**config.mk**
```make
export PLATFORM = sky130hd
export DESIGN_NAME = load_store_unit
export DESIGN_NICKNAME = d
export VERILOG_FILES = /design/src/rtl/load_store_unit.sv
export SDC_FILE = /design/constraint.sdc
export NUM_CORES = 1
export LEC_CHECK = 0
export BUFFER_PORTS_ARGS = -buffer_cell sky130_fd_sc_hd__buf_2
export CORE_ASPECT_RATIO = 1.1
export CORE_MARGIN = 10
export CORE_UTILIZATION = 49
export CTS_BUF_LIST = sky130_fd_sc_hd__clkbuf_4
export CTS_CLUSTER_SIZE = 28
export DETAILED_ROUTE_END_ITERATION = 6
export PLACE_DENSITY = 0.83
export REMOVE_ABC_BUFFERS = 1
export SLEW_MARGIN = 20
export SYNTH_ARGS = -nofsm -noshare
export SYNTH_HDL_FRONTEND = slang
export SYNTH_SLANG_ARGS = --single-unit
```
**constraint.sdc**
```tcl
create_clock -name clk -period 2.75 [get_ports clk]
set_input_delay 0.4125 -clock clk [delete_from_list [all_inputs] [get_ports clk]]
set_output_delay 0.4125 -clock clk [all_outputs]
set_load 0.1 [all_outputs]
```
**src/rtl/load_store_unit.sv**
```systemverilog
// ---------------------------------------------------------------------------
// load_store_unit
//
// Data-memory access stage that sits after the instruction decoder. It takes
// one load or store per instruction and turns it into a single word-aligned,
// byte-enabled transaction on a valid/ready data-memory port. Load data comes
// back aligned and sign- or zero-extended. The unit stalls the core with
// `busy` until the access completes, is rejected as illegal, or times out.
//
// Parameters
//   TIMEOUT_CYCLES : wait cycles allowed in REQ or RESP before the access is
//                    aborted with bus_err. Must be at least 1.
//
// Ports
//   clk, rst_n      : clock, asynchronous active-low reset
//   req_read        : load present; held by the core until done
//   req_write       : store present; held by the core until done.
//                     If both requests are high, the access is a store.
//   mem_width       : funct3 (000 B, 001 H, 010 W, 100 BU, 101 HU)
//   addr            : byte address from the ALU
//   wdata           : store data (rs2)
//   busy            : core stall request
//   done            : one-cycle completion pulse
//   rdata           : formatted load data, valid with done on a load
//   misaligned      : one-cycle pulse for a misaligned or illegal access
//   bus_err         : one-cycle pulse on timeout
//   dmem_valid      : request valid to data memory
//   dmem_ready      : data memory accepts the request
//   dmem_we         : write enable
//   dmem_addr       : word-aligned address
//   dmem_be         : byte enables
//   dmem_wdata      : lane-replicated store data
//   dmem_rvalid     : read response valid
//   dmem_rdata      : read response data
// ---------------------------------------------------------------------------
module load_store_unit #(
   parameter int unsigned TIMEOUT_CYCLES = 255
) (
   input  logic        clk,
   input  logic        rst_n,
   input  logic        req_read,
   input  logic        req_write,
   input  logic [2:0]  mem_width,
   input  logic [31:0] addr,
   input  logic [31:0] wdata,
   output logic        busy,
   output logic        done,
   output logic [31:0] rdata,
   output logic        misaligned,
   output logic        bus_err,
   output logic        dmem_valid,
   input  logic        dmem_ready,
   output logic        dmem_we,
   output logic [31:0] dmem_addr,
   output logic [3:0]  dmem_be,
   output logic [31:0] dmem_wdata,
   input  logic        dmem_rvalid,
   input  logic [31:0] dmem_rdata
);

   localparam int unsigned      CNT_W   = $clog2(TIMEOUT_CYCLES + 1);
   localparam logic [CNT_W-1:0] CNT_MAX = CNT_W'(TIMEOUT_CYCLES);

   typedef enum logic [1:0] {
      IDLE = 2'd0,
      REQ  = 2'd1,
      RESP = 2'd2
   } state_t;

   state_t           state_q, state_d;
   logic [31:0]      addr_q, addr_d;
   logic [2:0]       width_q, width_d;
   logic             we_q, we_d;
   logic [3:0]       be_q, be_d;
   logic [31:0]      wdata_q, wdata_d;
   logic [CNT_W-1:0] cnt_q, cnt_d;

   logic        req_any;
   logic        width_ok;
   logic        align_ok;
   logic        legal;
   logic [3:0]  lane_be;
   logic [31:0] lane_wdata;
   logic [31:0] rdata_shifted;
   logic [31:0] rdata_fmt;
   logic        timeout;

   logic        busy_c;
   logic        done_c;
   logic        misaligned_c;
   logic        bus_err_c;
   logic [31:0] rdata_c;

   assign req_any = req_read | req_write;
   assign timeout = (cnt_q == CNT_MAX);

   // Legality of the incoming request. Byte accesses can sit at any address;
   // halfwords need an even address and words need a word-aligned address.
   // The unsigned widths only make sense for loads, so a store carrying
   // mem_width[2] is rejected as well.
   always_comb begin
      width_ok = 1'b0;
      align_ok = 1'b0;
      case (mem_width)
         3'b000, 3'b100: begin
            width_ok = 1'b1;
            align_ok = 1'b1;
         end
         3'b001, 3'b101: begin
            width_ok = 1'b1;
            align_ok = ~addr[0];
         end
         3'b010: begin
            width_ok = 1'b1;
            align_ok = (addr[1:0] == 2'b00);
         end
         default: begin
            width_ok = 1'b0;
            align_ok = 1'b0;
         end
      endcase
      legal = width_ok & align_ok & ~(req_write & mem_width[2]);
   end

   // Store lane steering. The data is replicated across all lanes so that the
   // memory only has to honour the byte enables. Loads always read the full
   // word and pick the bytes out on the way back.
   always_comb begin
      lane_be    = 4'b1111;
      lane_wdata = wdata;
      case (mem_width[1:0])
         2'b00: begin
            lane_be    = 4'b0001 << addr[1:0];
            lane_wdata = {4{wdata[7:0]}};
         end
         2'b01: begin
            lane_be    = addr[1] ? 4'b1100 : 4'b0011;
            lane_wdata = {2{wdata[15:0]}};
         end
         default: begin
            lane_be    = 4'b1111;
            lane_wdata = wdata;
         end
      endcase
      if (!req_write) begin
         lane_be = 4'b1111;
      end
   end

   // Load formatting: bring the addressed byte/halfword down to bit 0, then
   // sign- or zero-extend it according to the latched width.
   always_comb begin
      rdata_shifted = dmem_rdata >> {addr_q[1:0], 3'b000};
      case (width_q)
         3'b000:  rdata_fmt = {{24{rdata_shifted[7]}}, rdata_shifted[7:0]};
         3'b001:  rdata_fmt = {{16{rdata_shifted[15]}}, rdata_shifted[15:0]};
         3'b100:  rdata_fmt = {24'h000000, rdata_shifted[7:0]};
         3'b101:  rdata_fmt = {16'h0000, rdata_shifted[15:0]};
         default: rdata_fmt = rdata_shifted;
      endcase
   end

   // Next-state and output logic. A completing response wins over a timeout
   // that expires in the same cycle. The counter restarts whenever REQ or
   // RESP is entered and counts every cycle spent waiting.
   always_comb begin
      state_d      = state_q;
      addr_d       = addr_q;
      width_d      = width_q;
      we_d         = we_q;
      be_d         = be_q;
      wdata_d      = wdata_q;
      cnt_d        = cnt_q;
      busy_c       = 1'b0;
      done_c       = 1'b0;
      misaligned_c = 1'b0;
      bus_err_c    = 1'b0;
      rdata_c      = 32'h0;

      case (state_q)
         IDLE: begin
            if (req_any) begin
               if (!legal) begin
                  misaligned_c = 1'b1;
                  done_c       = 1'b1;
               end else begin
                  addr_d  = addr;
                  width_d = mem_width;
                  we_d    = req_write;
                  be_d    = lane_be;
                  wdata_d = lane_wdata;
                  cnt_d   = '0;
                  busy_c  = 1'b1;
                  state_d = REQ;
               end
            end
         end

         REQ: begin
            if (dmem_ready) begin
               if (we_q) begin
                  done_c  = 1'b1;
                  state_d = IDLE;
               end else begin
                  busy_c  = 1'b1;
                  cnt_d   = '0;
                  state_d = RESP;
               end
            end else if (timeout) begin
               bus_err_c = 1'b1;
               done_c    = 1'b1;
               state_d   = IDLE;
            end else begin
               busy_c = 1'b1;
               cnt_d  = cnt_q + CNT_W'(1);
            end
         end

         RESP: begin
            if (dmem_rvalid) begin
               done_c  = 1'b1;
               rdata_c = rdata_fmt;
               state_d = IDLE;
            end else if (timeout) begin
               bus_err_c = 1'b1;
               done_c    = 1'b1;
               state_d   = IDLE;
            end else begin
               busy_c = 1'b1;
               cnt_d  = cnt_q + CNT_W'(1);
            end
         end

         default: begin
            state_d = IDLE;
         end
      endcase
   end

   // State and latched request fields.
   always_ff @(posedge clk or negedge rst_n) begin
      if (!rst_n) begin
         state_q <= IDLE;
         addr_q  <= 32'h0;
         width_q <= 3'b000;
         we_q    <= 1'b0;
         be_q    <= 4'b0000;
         wdata_q <= 32'h0;
         cnt_q   <= '0;
      end else begin
         state_q <= state_d;
         addr_q  <= addr_d;
         width_q <= width_d;
         we_q    <= we_d;
         be_q    <= be_d;
         wdata_q <= wdata_d;
         cnt_q   <= cnt_d;
      end
   end

   // The combinational pulses are gated with rst_n so that a request sitting
   // on the inputs during reset cannot raise busy, done or misaligned.
   assign busy       = busy_c & rst_n;
   assign done       = done_c & rst_n;
   assign misaligned = misaligned_c & rst_n;
   assign bus_err    = bus_err_c & rst_n;
   assign rdata      = rst_n ? rdata_c : 32'h0;

   assign dmem_valid = (state_q == REQ);
   assign dmem_we    = we_q;
   assign dmem_addr  = {addr_q[31:2], 2'b00};
   assign dmem_be    = be_q;
   assign dmem_wdata = wdata_q;

endmodule

```
==> run metrics <==
CP Capture Type output port; hold_sp addr[22]; Hold Path Depth 2; final setup fails 16; Via Count 4281; Starting Density 50.13%; Worst Reg-to-Reg Cells 6; NumNets Final 759; clock sinks 82; I/O Pins 211; vias per inst 5.567; layout cell share with drive strength beyond 1 48.08%; CP Cell Sequence mux2i_2, mux4_2, or4_4, o21ai_0, buf_12; Crit. Startpoint addr_q[0]; IO buf count 208; number of global-route vias before repair 4543; R2R Path Start state_q[1]; Worst Hold Class in -> reg; Ys Warns 0; initial antenna violation count 1; FP Rows 37; status finished with violations; Fillers 698; slew margin rel. 33.05%; setup slack at placement 0.08978 ns; DRT iter0 DRCs 368; register area share after synthesis 43.77%; max-slew violations 0; worst skew pair latency 0.42 ns; Final HPWL DP 12550 um; failing checks setup timing; fin crit share 106.8%; Root Driver clkbuf_4; drt wl/cell 20.43 um; Crit path largest cell delay 0.57 ns; GRT overflow 0; Cells after Synth 469; RSZ-0062 raised after global routing true; DR pass1 iterations 5; CTS tree done; fmax 0.3406 GHz; Max H-tree Level 3; CP Class reg -> out; Max Cap Viol 0; die height 122.6 um; worst-path fanout max 8; GPL Wtd Cong 1.000; post-synthesis register bit count 82; WP data required 2.34 ns; clock skew 0.009868 ns; final critical-path required period 2.936 ns; residual DRC count 0; Total Wirelength 15710 um; Finished Cell Area 6471 sq um; Slowest-stage cell, CP or4_4; CTS Buffer Depth 2; measured slew at the worst slew-check pin 1.004 ns; Die X 113.3 um; Area after DPL 6162 sq um; Syn Std Cell Area 4688 sq um; Crit path arrival time 2.52 ns; crit start category register; first-pass GRT wire length 24390 um; Synth cell types 47; largest net degree at the start of global routing 103; core area 9351 sq um; Worst-path clk slew 0.12 ns; Avg Inst Size Synth 9.996 sq um; Final Worst Setup Slack -0.1859 ns; Total Routing Usage GR 21.80%; ANT nets after route 0; hold slack 0.2079 ns; die area 13890 sq um; area grow syn2layout 38.03%; Final Hold Fails 0; clock buffer count from CTS 9
-- cell usage after synthesis (all sizes together) --
| master | number | area [sq um] |
|---|---|---|
| dfrtp | 82 | 2052 |
| o21ai | 48 | 240.2 |
| buf | 46 | 305.3 |
| mux2 | 44 | 495.5 |
| mux2i | 41 | 410.4 |
| nand2 | 38 | 142.6 |
| a21oi | 26 | 130.1 |
| nor2 | 22 | 85.09 |
| clkbuf | 15 | 56.30 |
| a211oi | 14 | 105.1 |
| a21o | 10 | 75.07 |
| and2 | 9 | 56.30 |
| nor2b | 9 | 56.30 |
| a31oi | 7 | 43.79 |
| inv | 7 | 26.28 |
| ha | 5 | 62.56 |
| nand3 | 5 | 25.02 |
| nand2b | 4 | 25.02 |
| o22ai | 3 | 18.77 |
| or2 | 3 | 18.77 |
| a31o | 2 | 17.52 |
| a32oi | 2 | 17.52 |
| and3 | 2 | 12.51 |
| nor3 | 2 | 10.01 |
| nor4 | 2 | 18.77 |
| o21bai | 2 | 15.01 |
| or3 | 2 | 12.51 |
| or3b | 2 | 17.52 |
| a221oi | 1 | 8.760 |
| a22o | 1 | 8.760 |
| a32o | 1 | 10.01 |
| a41o | 1 | 10.01 |
| a41oi | 1 | 8.760 |
| and4 | 1 | 8.760 |
| conb | 1 | 3.750 |
| mux4 | 1 | 22.52 |
| nand3b | 1 | 7.510 |
| nand4 | 1 | 6.260 |
| o211ai | 1 | 7.510 |
| o2bb2ai | 1 | 8.760 |
| o311a | 1 | 10.01 |
| o31ai | 1 | 7.510 |
| or4 | 1 | 7.510 |
-- path summary, 6_finish.rpt --
path                                  end  slack (ns)
min reg2reg                dmem_wdata[12]        0.49
max in group asynchronous       addr_q[0]        1.81
max                             rdata[16]       -0.19
min                            addr_q[22]        0.21
min in group asynchronous  dmem_wdata[14]        0.30
max reg2reg                 dmem_wdata[2]        0.36
-- sequential cells by signal (all words and copies together) (netlist names) --
| name | count |
|---|---|
| width_q | 3 |
| dmem_be | 4 |
| addr_q | 32 |
| dmem_we | 1 |
| state_q | 2 |
| dmem_wdata | 32 |
| cnt_q | 8 |
-- metrics by stage --
| step | std cells | TNS, ns | utilization [%] |
|---|---|---|---|
| floorplan | 409 | -203.40 | - |
| CTS | 767 | -2.271 | 68.10 |
| global route | 768 | -4.046 | 69.17 |
| finish | 769 | -2.293 | 69.20 |
| global placement | 748 | 0 | 65.90 |
| detailed placement | 748 | 0 | 65.90 |
-- area by class of cell --
type / instances / area, sq um / share of cell area (%)
Sequential cell: 82 / 2053 / 31.73
Timing Repair Buffer: 229 / 1739 / 26.88
Antenna cell: 1 / 2.502 / 0.03867
Tap cell: 117 / 146.4 / 2.262
Clock buffer: 12 / 90.09 / 1.392
Multi-Input combinational cell: 320 / 2409 / 37.22
Inverter: 7 / 26.28 / 0.4060
Clock inverter: 1 / 5.005 / 0.07734
-- routing by layer --
metal  vias to the layer above  routed length, um  track usage [%]
li1                       1997                  -                -
met5                         -                 13                0
met3                        21               1989            11.27
met1                      2025               6016            23.53
met2                       236               7465            36.89
met4                         2                229            6.032
-- cell families after synthesis --
logic type | after synthesis | share of synthesized area [%]
AO/OA/AOI/OAI | 123 | 15.85
adder cells (fa/ha/maj) | 5 | 1.334
buffers and inverters | 68 | 8.273
flip-flops | 82 | 43.77
multiplexers | 86 | 19.80
other | 1 | 0.07999
AND/OR/NAND/NOR | 104 | 10.89
-- what timing repair did --
| item | in CTS | in global routing |
|---|---|---|
| gates resized for setup | 20 | 18 |
| hold buffers | 1 | 0 |
| buffers inserted | 5 | 1 |
| setup endpoints to repair | 25 | 25 |
| pin swaps | 3 | 2 |
| hold endpoints to repair | 3 | 0 |
-- worst max-delay path: cells and delay by family, from the launching register on --
family / cells / cell delay (ns)
buf+inv: 1 / 0.22
mux: 2 / 0.65
flops: 1 / 0.47
simple gates: 1 / 0.57
compound gates: 1 / 0.18
-- cell usage in the layout (no fill, tap or decap), types with 6 or more instances in the layout --
cell / count
buf_2: 171
mux2i_1: 40
nand2_1: 38
nor2_1: 21
a21o_1: 10
clkbuf_4: 13
a211oi_1: 13
buf_12: 35
mux2_2: 44
and2_1: 9
a21oi_4: 8
buf_4: 19
nor2b_1: 8
inv_1: 6
a31oi_1: 7
o21ai_0: 43
a21oi_1: 18
dfrtp_1: 81
Power is left out: the tool's default activity adds up to more than one toggle a clock period on the data nets, which glitch-free logic cannot reach.
